`config.mk`:
```
export PLATFORM = sky130hd
export DESIGN_NAME = shift_add_mult32
export DESIGN_NICKNAME = d
export VERILOG_FILES = /design/src/rtl/shift_add_mult32_pkg.sv /design/src/rtl/shift_add_mult32_rca.sv /design/src/rtl/shift_add_mult32.sv
export SDC_FILE = /design/constraint.sdc
export NUM_CORES = 1
export LEC_CHECK = 0
export BUFFER_PORTS_ARGS = -buffer_cell sky130_fd_sc_hd__buf_2
export CORE_MARGIN = 4
export CORE_UTILIZATION = 50
export DETAILED_ROUTE_END_ITERATION = 12
export PLACE_DENSITY = 0.73
export RECOVER_POWER = 25
export SYNTH_ARGS = -nofsm -noshare
export SYNTH_HDL_FRONTEND = slang
export SYNTH_SLANG_ARGS = --single-unit
```
`constraint.sdc`:
```
create_clock -name clk -period 30.8 [get_ports clk]
set_input_delay 4.62 -clock clk [delete_from_list [all_inputs] [get_ports clk]]
set_output_delay 4.62 -clock clk [all_outputs]
set_load 0.05 [all_outputs]
```
`src/rtl/shift_add_mult32_pkg.sv`:
```
`default_nettype none
// ============================================================================
// Module   : mult_pkg
// Purpose  : Shared types and constants for the shift-and-add multiplier
//            and its ripple-carry adder.
// Contents : MULT_W - operand/product width handled by the adder
//            CNT_W  - width of the step counter (counts 0..MULT_W-1)
//            state_e - control FSM encoding
// Revision : 1.0 - initial release
// ============================================================================
package mult_pkg;

    localparam int MULT_W = 32;
    localparam int CNT_W  = 5;

    typedef enum logic [1:0] {
        IDLE = 2'b00,
        RUN  = 2'b01,
        DONE = 2'b10
    } state_e;

endpackage : mult_pkg
`default_nettype wire

```
`src/rtl/shift_add_mult32_rca.sv`:
```
`default_nettype none
// ============================================================================
// Module   : shift_add_mult32_rca
// Purpose  : 32-bit ripple-carry adder, carry-in tied to zero and no
//            carry-out; the sum wraps modulo 2^32.
// Ports    : a_i   [MULT_W-1:0] addend A
//            b_i   [MULT_W-1:0] addend B
//            sum_o [MULT_W-1:0] (A + B) mod 2^MULT_W
// Revision : 1.0 - initial release
// ============================================================================
module shift_add_mult32_rca
    import mult_pkg::*;
(
    input  logic [MULT_W-1:0] a_i,
    input  logic [MULT_W-1:0] b_i,
    output logic [MULT_W-1:0] sum_o
);

    // Only carries into bits 1..MULT_W-1 exist; the carry out of the top bit
    // is intentionally never formed.
    logic [MULT_W-1:0] carry_w;

    assign carry_w[0] = 1'b0;

    for (genvar i = 0; i < MULT_W; i++) begin : g_bit
        assign sum_o[i] = a_i[i] ^ b_i[i] ^ carry_w[i];
        if (i < MULT_W - 1) begin : g_carry
            assign carry_w[i+1] = (a_i[i] & b_i[i]) | (carry_w[i] & (a_i[i] ^ b_i[i]));
        end
    end

endmodule : shift_add_mult32_rca
`default_nettype wire

```
`src/rtl/shift_add_mult32.sv`:
```
`default_nettype none
// ============================================================================
// Module   : shift_add_mult32
// Purpose  : Sequential radix-2 shift-and-add multiplier producing the low
//            WIDTH bits of a*b. One partial-product addition per RUN cycle
//            through the ripple-carry adder.
// Params   : WIDTH      - operand/product width, must equal MULT_W (32)
//            EARLY_EXIT - 1: stop once remaining multiplier bits are zero
//                         0: always run MULT_W steps
// Ports    : clk, rst_n          clock, async active-low reset
//            in_valid/in_ready   operand handshake (ready only in IDLE)
//            a, b                multiplicand, multiplier
//            out_valid/out_ready product handshake (valid only in DONE)
//            product             (a*b) mod 2^WIDTH, driven from the accumulator
//            busy                high in RUN or DONE
// Revision : 1.0 - initial release
// ============================================================================
module shift_add_mult32
    import mult_pkg::*;
#(
    parameter int WIDTH      = MULT_W,
    parameter bit EARLY_EXIT = 1'b1
) (
    input  logic             clk,
    input  logic             rst_n,
    input  logic             in_valid,
    output logic             in_ready,
    input  logic [WIDTH-1:0] a,
    input  logic [WIDTH-1:0] b,
    output logic             out_valid,
    input  logic             out_ready,
    output logic [WIDTH-1:0] product,
    output logic             busy
);

    state_e           state_q, state_d;
    logic [WIDTH-1:0] acc_q, acc_d;
    logic [WIDTH-1:0] mcand_q, mcand_d;
    logic [WIDTH-1:0] mplier_q, mplier_d;
    logic [CNT_W-1:0] cnt_q, cnt_d;

    logic [WIDTH-1:0] addend_w;
    logic [WIDTH-1:0] sum_w;
    logic             accept_w;
    logic             last_step_w;

    // ------------------------------------------------------------------
    // Datapath: the adder sees the accumulator plus the current partial
    // product (multiplicand gated by the multiplier LSB).
    // ------------------------------------------------------------------
    assign addend_w = mplier_q[0] ? mcand_q : '0;

    shift_add_mult32_rca u_rca (
        .a_i   (acc_q),
        .b_i   (addend_w),
        .sum_o (sum_w)
    );

    assign accept_w = (state_q == IDLE) && in_valid;

    // The step being taken is the last one when the counter reaches the top,
    // or (early exit) when no set multiplier bits remain after this shift.
    assign last_step_w = (cnt_q == CNT_W'(MULT_W - 1)) ||
                         (EARLY_EXIT && (mplier_q[WIDTH-1:1] == '0));

    // ------------------------------------------------------------------
    // FSM: state register
    // ------------------------------------------------------------------
    always_ff @(posedge clk or negedge rst_n) begin
        if (!rst_n) begin
            state_q <= IDLE;
        end else begin
            state_q <= state_d;
        end
    end

    // ------------------------------------------------------------------
    // FSM: next-state logic; unused encodings fall back to IDLE
    // ------------------------------------------------------------------
    always_comb begin
        state_d = IDLE;
        case (state_q)
            IDLE:    state_d = accept_w ? RUN : IDLE;
            RUN:     state_d = last_step_w ? DONE : RUN;
            DONE:    state_d = out_ready ? IDLE : DONE;
            default: state_d = IDLE;
        endcase
    end

    // ------------------------------------------------------------------
    // FSM: outputs
    // ------------------------------------------------------------------
    always_comb begin
        in_ready  = 1'b0;
        out_valid = 1'b0;
        busy      = 1'b0;
        case (state_q)
            IDLE: in_ready = 1'b1;
            RUN:  busy     = 1'b1;
            DONE: begin
                out_valid = 1'b1;
                busy      = 1'b1;
            end
            default: ;
        endcase
    end

    // ------------------------------------------------------------------
    // Datapath next-state: load on accept, step in RUN, hold otherwise
    // (holding in DONE keeps product stable through any stall).
    // ------------------------------------------------------------------
    always_comb begin
        acc_d    = acc_q;
        mcand_d  = mcand_q;
        mplier_d = mplier_q;
        cnt_d    = cnt_q;
        if (accept_w) begin
            acc_d    = '0;
            mcand_d  = a;
            mplier_d = b;
            cnt_d    = '0;
        end else if (state_q == RUN) begin
            acc_d    = sum_w;
            mcand_d  = {mcand_q[WIDTH-2:0], 1'b0};
            mplier_d = {1'b0, mplier_q[WIDTH-1:1]};
            cnt_d    = cnt_q + CNT_W'(1);
        end
    end

    always_ff @(posedge clk or negedge rst_n) begin
        if (!rst_n) begin
            acc_q    <= '0;
            mcand_q  <= '0;
            mplier_q <= '0;
            cnt_q    <= '0;
        end else begin
            acc_q    <= acc_d;
            mcand_q  <= mcand_d;
            mplier_q <= mplier_d;
            cnt_q    <= cnt_d;
        end
    end

    assign product = acc_q;

endmodule : shift_add_mult32
`default_nettype wire

```
# After elaboration in Yosys (flattened, before gate mapping)
# Cells that the tools add are included.
[classes]
addsub = 1
multipliers = 0
div = 0
n_lt_le_gt_ge = 0
eq_ne = 3
n_shift = 0
mux = 16
bitwise = 154
reduce_logical = 6
[ops]
columns = ["cell", "n"]
rows = [
  ["two-way mux 32 bit", 7],
  ["XOR 1 bit", 63],
  ["bitwise AND 1 bit", 61],
  ["zero test 31 bit", 1],
  ["bitwise OR 1 bit", 30],
  ["two-way mux 5 bit", 2],
  ["one-hot mux 2 bit (3 select lines)", 1],
  ["adder 5 x 1 -> 5 bit (second input constant)", 1],
  ["== test 5 bit (second input constant)", 1],
  ["two-way mux 1 bit", 4],
  ["two-way mux 2 bit", 2],
  ["== test 2 x 1 -> 1 bit (second input constant)", 1],
  ["== test 2 bit (second input constant)", 1],
  ["zero test 2 bit", 1],
  ["nonzero test 2 bit", 1],
  ["OR reduction 2 bit", 1],
  ["logical AND 1 bit", 1],
  ["logical OR 1 bit", 1],
]
[word_totals]
ff_bits = 103
latchBits = 0
ramBits = 0
romBits = 0
output_inout_bits = 35
word_cells = 185
n_memories = 0

# Longest topological paths before layout
[depth]
depth_word = 65
ltp_mapped = 40
mapped_depth_nobuf = 39

# By module
# Synthesis repeated with hierarchy kept, for this count alone.
[unflattened]
hier_cells = 501
hier_area_um2 = 5684.2
[modules_own_cells]
columns = ["module", "instances", "cells_per_inst", "area_per_inst_um2"]
rows = [
  ["shift_add_mult32", 1, 464, 5028.6],
  ["shift_add_mult32_rca", 1, 37, 655.6],
]

# Worst setup path after synthesis
# No wires, ideal clock.
[synth_path]
kind = "reg-to-reg"
from = "register acc_q[0], in the netlist product[0]"
to = "register acc_q[31], in the netlist product[31]"
setup_ns = 0.119
arrival_time_ns = 13.754
required_ns = 30.681
slack_ns = 16.927
stages_incl_launch_ff = 39
n_path_buf = 0
cell_sequence = "dfrtp_1 > ha_1 > inv_1 > fa_1 > fa_1 > fa_1 > fa_1 > fa_1 > fa_1 > fa_1 > fa_1 > fa_1 > fa_1 > fa_1 > fa_1 > fa_1 > fa_1 > fa_1 > [3 not listed] > fa_1 > fa_1 > fa_1 > fa_1 > fa_1 > fa_1 > fa_1 > fa_1 > fa_1 > fa_1 > inv_1 > fa_1 > inv_1 > fa_1 > and3_1 > o21ai_1 > xor2_1 > nor2_1"
[synth_via]
elab_chain_len = 64
[synth_rtl]
columns = ["element", "line", "source"]
rows = [
  ["from (decl)", "shift_add_mult32.sv:37", "logic [WIDTH-1:0] acc_q, acc_d;"],
  ["from (signal assigned)", "shift_add_mult32.sv:132", "acc_q <= '0;"],
  ["from (signal assigned)", "shift_add_mult32.sv:137", "acc_q <= acc_d;"],
  ["bitwise AND 1 bit (2 in series)", "shift_add_mult32_rca.sv:28", "assign carry_w[i+1] = (a_i[i] & b_i[i]) | (carry_w[i] & (a_i[i] ^ b_i[i]));"],
  ["bitwise OR 1 bit", "shift_add_mult32_rca.sv:28", ""],
  ["bitwise AND 1 bit", "shift_add_mult32_rca.sv:28", ""],
  ["bitwise OR 1 bit", "shift_add_mult32_rca.sv:28", ""],
  ["bitwise AND 1 bit", "shift_add_mult32_rca.sv:28", ""],
  ["bitwise OR 1 bit", "shift_add_mult32_rca.sv:28", ""],
  ["bitwise AND 1 bit", "shift_add_mult32_rca.sv:28", ""],
  ["bitwise OR 1 bit", "shift_add_mult32_rca.sv:28", ""],
  ["[47 not listed]", "n/a", ""],
  ["bitwise OR 1 bit", "shift_add_mult32_rca.sv:28", ""],
  ["bitwise AND 1 bit", "shift_add_mult32_rca.sv:28", ""],
  ["bitwise OR 1 bit", "shift_add_mult32_rca.sv:28", ""],
  ["bitwise AND 1 bit", "shift_add_mult32_rca.sv:28", ""],
  ["bitwise OR 1 bit", "shift_add_mult32_rca.sv:28", ""],
  ["XOR 1 bit", "shift_add_mult32_rca.sv:26", "assign sum_o[i] = a_i[i] ^ b_i[i] ^ carry_w[i];"],
  ["two-way mux 32 bit", "shift_add_mult32.sv:122", "end else if (state_q == RUN) begin"],
  ["two-way mux 32 bit", "shift_add_mult32.sv:117", "if (accept_w) begin"],
]
# Every way passes these cells. The select of a mux whose other input is x is not followed.
# A chain may end at the register's enable or synchronous reset.

# Worst setup path after layout
[layout_path]
from = "register mplier_q[0]"
to = "register acc_q[31], in the netlist product[31]"
[layout_via]
elab_chain_len = 65
elab_cells_between_ends = 126
classes_between = "mux (3); bitwise (123)"
[layout_rtl]
columns = ["element", "line", "source"]
rows = [
  ["from (decl)", "shift_add_mult32.sv:39", "logic [WIDTH-1:0] mplier_q, mplier_d;"],
  ["from (signal assigned)", "shift_add_mult32.sv:139", "mplier_q <= mplier_d;"],
  ["two-way mux 32 bit *", "shift_add_mult32.sv:51", "assign addend_w = mplier_q[0] ? mcand_q : '0;"],
  ["bitwise AND 1 bit / XOR 1 bit (equally long branches)", "shift_add_mult32_rca.sv:28", ""],
  ["bitwise AND 1 bit", "shift_add_mult32_rca.sv:28", ""],
  ["bitwise OR 1 bit", "shift_add_mult32_rca.sv:28", ""],
  ["bitwise AND 1 bit", "shift_add_mult32_rca.sv:28", ""],
  ["bitwise OR 1 bit", "shift_add_mult32_rca.sv:28", ""],
  ["bitwise AND 1 bit", "shift_add_mult32_rca.sv:28", ""],
  ["bitwise OR 1 bit", "shift_add_mult32_rca.sv:28", ""],
  ["[49 not listed]", "n/a", ""],
  ["bitwise OR 1 bit", "shift_add_mult32_rca.sv:28", ""],
  ["bitwise AND 1 bit", "shift_add_mult32_rca.sv:28", ""],
  ["bitwise OR 1 bit", "shift_add_mult32_rca.sv:28", ""],
  ["bitwise AND 1 bit", "shift_add_mult32_rca.sv:28", ""],
  ["bitwise OR 1 bit", "shift_add_mult32_rca.sv:28", ""],
  ["XOR 1 bit *", "shift_add_mult32_rca.sv:26", ""],
  ["two-way mux 32 bit *", "shift_add_mult32.sv:122", ""],
  ["two-way mux 32 bit *", "shift_add_mult32.sv:117", ""],
]
# Every way passes the cells marked *; elsewhere a longest branch is shown, timed or not. The select of a mux whose other input is x is not followed.

==> metrics list <==
- Result of the run: complete, but fails checks
- The final reports fail on max-capacitance violations, max-slew violations.
* Hold path start: cnt_q[3]$_DFFE_PN0P_
- The worst setup path is captured at a register.
- Cell chosen for the clock root: clkbuf_8
- Std cell rows: 38
* Clock-pin transition on the worst setup and hold timing paths: 100 ps
- In the final timing run, aggregate negative setup slack is 0 ps.
- Number of hold violations in the final report: 0
* Maximum count of clock buffers along a single path: 2
- Required time worst endpoint: 31030 ps
* Worst EP arrival: 15120 ps
- FF-to-FF setup slack: 15910 ps
- Time the worst path needs with I/O delays and setup: between 10000 and 15000 ps
- Number of search-and-repair iterations in the first detailed-routing pass: 4
- The final layout contains 717 nets.
- STA classifies the critical path startpoint as a register.
- The mapped netlist covers approximately 5600 µm².
- The total overflow left after global routing is 0.
* Startpoint of the worst-slack reg-to-reg timing path: mplier_q[0]$_DFFE_PN0P_
- TritonCTS built the clock tree.
- On the worst path, the slowest cell contributes a delay of 1060 ps.
- Summed over all instances, the cell type with the most area after synthesis is dfrtp_1.
- Counting flops and latches in the post-synthesis netlist gives 103.
- Top_reg_cell synth: dfrtp_1
* Capturing point of the worst reg2reg path: product[31]$_DFFE_PN0P_
* Type of the worst min-delay path: reg2reg
* Post-Route Utilization: 0.5738
- Hold-critical path endpoint: cnt_q[3]$_DFFE_PN0P_
- At the end of routability-driven placement, the weighted congestion stood at slightly above 0.8.
- The via count of the first global-routing pass came to between 4000 and 5000.
* Number of I/O port buffers: approximately 100
* GRT Resource Usage Total: 0.1793
- The floorplan step set the die height to between 100 and 150 µm.
* Sequential cell area: around 2600 µm²
- After clock tree synthesis, the repair step resized 0 gates.
- TritonCTS created 9 clock buffers.
- When the netlist entered floorplanning its net count stood at 637.
* HPWL after detailed placement: ~7700 µm
- The floorplan step set the die width to 113.8 µm.
* Share of power burned in the clock network: 0.131
- Share of async-settable or async-resettable flops after synthesis: 1.000
* DRC violations left: 0
- Final clock skew: between 10 and 15 ps
- Unrepaired setup endpoints after global routing: false
- From synthesis to final layout, the design area changed by 11.65%.
- Actual transition at the worst max-transition pin: 2745 ps
- TritonCTS sink count: 103
* Share of layout cells above drive strength 1: 0.2042
- Syn avg cell area: 10.52 µm²
- In the final layout, the multi-input gates occupy between 2000 and 3000 µm².
- The critical path is of the reg2reg type.
- Max-cap violations in this run came to 2.
* Antenna cells: 0
- In this run the static leakage power is 3.111 nW.
- The share of total power dissipated in combinational logic is 0.504.
* Internal portion of total power: 0.0003813 W
- Violation count after the first detailed-routing iteration: 252
- Counting cells, the worst reg-to-reg path comes to 39.
- Number of antenna violations at the first check in global routing: 0
- The final max-slew violation count is 115.
* Count of different cell masters after synthesis: 32
* Global-route wire length before repair: ~19000 µm
- CP max stage cell: dfrtp_1
- Wire length per cell: 14.46 µm
* Initial Utilization: 0.5139
* Post-synthesis sequential area ratio: 0.4606
- Measured against its own limit, the worst slew margin works out to -0.8313.
- Of the total power, registers draw 0.365.
- Max H-tree Level: 3
* Cell types occupying the most area after synthesis: dfrtp_1, mux2i_1, fa_1, nand2_1, o21ai_0
- In this run the standard cell core region covers 10890 µm².
- Synthesized instance count: 532
- Max frequency: 67.16 MHz
- Number of enable flip-flop cells after synthesis: 0
* Antenna-violating nets left: 0
- Number of buffers inserted by hold repair at cts: 0
- Post-CTS timing repair inserted 0 buffers for setup.
* Period utilisation layout: 0.4834
- For this run, the number of Yosys warnings is 0.
- Of all nets on the critical path, the largest fanout is 34.
- Switching power of the nets: 0.0003237 W
- Routed via count: 3877
- Crit-path most repeated cell: fa_1
- Setup violations remaining at the end of the flow were counted as 0.
- The worst hold path was traced through 2 stages.
* Total of fill cells in the finished design: 974
- For this design the top-level I/O count stands at 103.
- Entering global routing, the biggest net connects 104 pins.
- For the worst-skew pair, the clock arrives at the later sink with an insertion delay of 370 ps.
- Dividing the detail-routed via count by the number of cells gives 5.122.
- The share of synthesized area in the top cell type comes to 0.4606.
- The die covers 12950 µm².
- Switching power share of the total: 0.4591
- Power density over the cells: 112.8 nW/µm²
- The worst-case IR drop observed on VDD is 96.69 µV.
- Wires add up to 10940 µm.
-- layout make-up --
type,count,area share
sequential,103,0.4126
timing repair buffer,105,0.08492
clock inverter,6,0.01362
multi-input combinational,359,0.4200
clock buffer,10,0.02043
tap,140,0.02804
inverter,34,0.02043
-- Yosys cell counts (5+ instances only) --
library cell,number
a211oi_1,21
buf_2,8
buf_4,5
buf_6,12
clkbuf_1,9
dfrtp_1,103
fa_1,30
ha_1,7
inv_1,34
mux2_2,6
mux2i_1,66
nand2_1,95
nor2_1,40
nor4_1,7
o21ai_0,52
o21ai_1,13
-- layer usage --
layer / up-vias / part of all wire / global-route usage
met2: 77 / 0.47 / 0.2831
met5: - / 0 / 0
met3: 15 / 0.046 / 0.03554
li1: 1919 / - / -
met1: 1866 / 0.46 / 0.2459
met4: 0 / 0.019 / 0.07126
-- state kept, by name, indices dropped and copies added (netlist names) --
| name | cells |
|---|---|
| state_q | 2 |
| mcand_q | 32 |
| product | 32 |
| cnt_q | 5 |
| mplier_q | 32 |
-- power by group through the flow --
stage / clock [W] / sequential [W] / combinational (W)
after floorplan: 0 / 0.000313 / 0.000232
after global routing: 0.000101 / 0.000266 / 0.000399
after CTS: 0.0000951 / 0.000257 / 0.000361
final: 0.0000926 / 0.000257 / 0.000355
after detailed placement: 0 / 0.000258 / 0.000362
after global placement: 0 / 0.000257 / 0.000346
-- layout by cell type (no fill, tap or decap), drive strengths merged --
master,n
dfrtp,103
clkinvlp,2
or3b,1
xnor2,1
nand2,95
nor2b,1
buf,103
nor3,1
mux2i,66
fa,30
nand2b,2
nor4,7
xor2,3
clkinv,2
ha,7
bufinv,2
nor2,40
o21ai,65
and2,3
o31a,1
o22ai,1
inv,34
clkbuf,12
and3,2
mux2,7
a211oi,22
a21oi,1
nand4,3
-- cells by family (layout without fill, tap and decap cells) --
logic type      after synthesis  after routing  synth area share
compound gates               90             90           0.09213
xor+xnor                      4              4          0.006262
fa+ha+maj                    37             37            0.1230
buf+inv                      70            155           0.07223
flops                       103            103            0.4606
mux                          73             73            0.1322
simple gates                155            155            0.1136
-- worst max path at each step --
stage / start / end / slack, ps
after floorplan: product[0]$_DFFE_PN0P_ / product[31]$_DFFE_PN0P_ / 16930
after global placement: mplier_q[0]$_DFFE_PN0P_ / product[31]$_DFFE_PN0P_ / 16050
after detailed placement: mplier_q[0]$_DFFE_PN0P_ / product[31]$_DFFE_PN0P_ / 15780
after CTS: mplier_q[0]$_DFFE_PN0P_ / product[31]$_DFFE_PN0P_ / 15760
after global routing: mplier_q[0]$_DFFE_PN0P_ / product[31]$_DFFE_PN0P_ / 15120
final: mplier_q[0]$_DFFE_PN0P_ / product[31]$_DFFE_PN0P_ / 15910
-- worst max-delay path: cells and delay by family, from the launching register on --
kind	cells	cell delay, ps
compound gates	1	160
buf+inv	3	190
simple gates	3	480
flops	1	1060
xor+xnor	1	160
fa+ha+maj	31	12680
-- per-stage QoR --
step                      hold slack (ps)  area, µm²  setup WS, ps  std cells  total power [W]
after floorplan                     492.8       5595         16930        532        0.0005458
after global placement              509.0       6042         16050        741        0.0006029
after detailed placement            532.1       6042         15780        741        0.0006201
after CTS                           554.7       6255         15760        757        0.0007132
after global routing                595.9       6247         15120        757        0.0007660
final                               544.8       6247         15910        757        0.0007050
No activity file was read; power rests on OpenSTA's default activity.
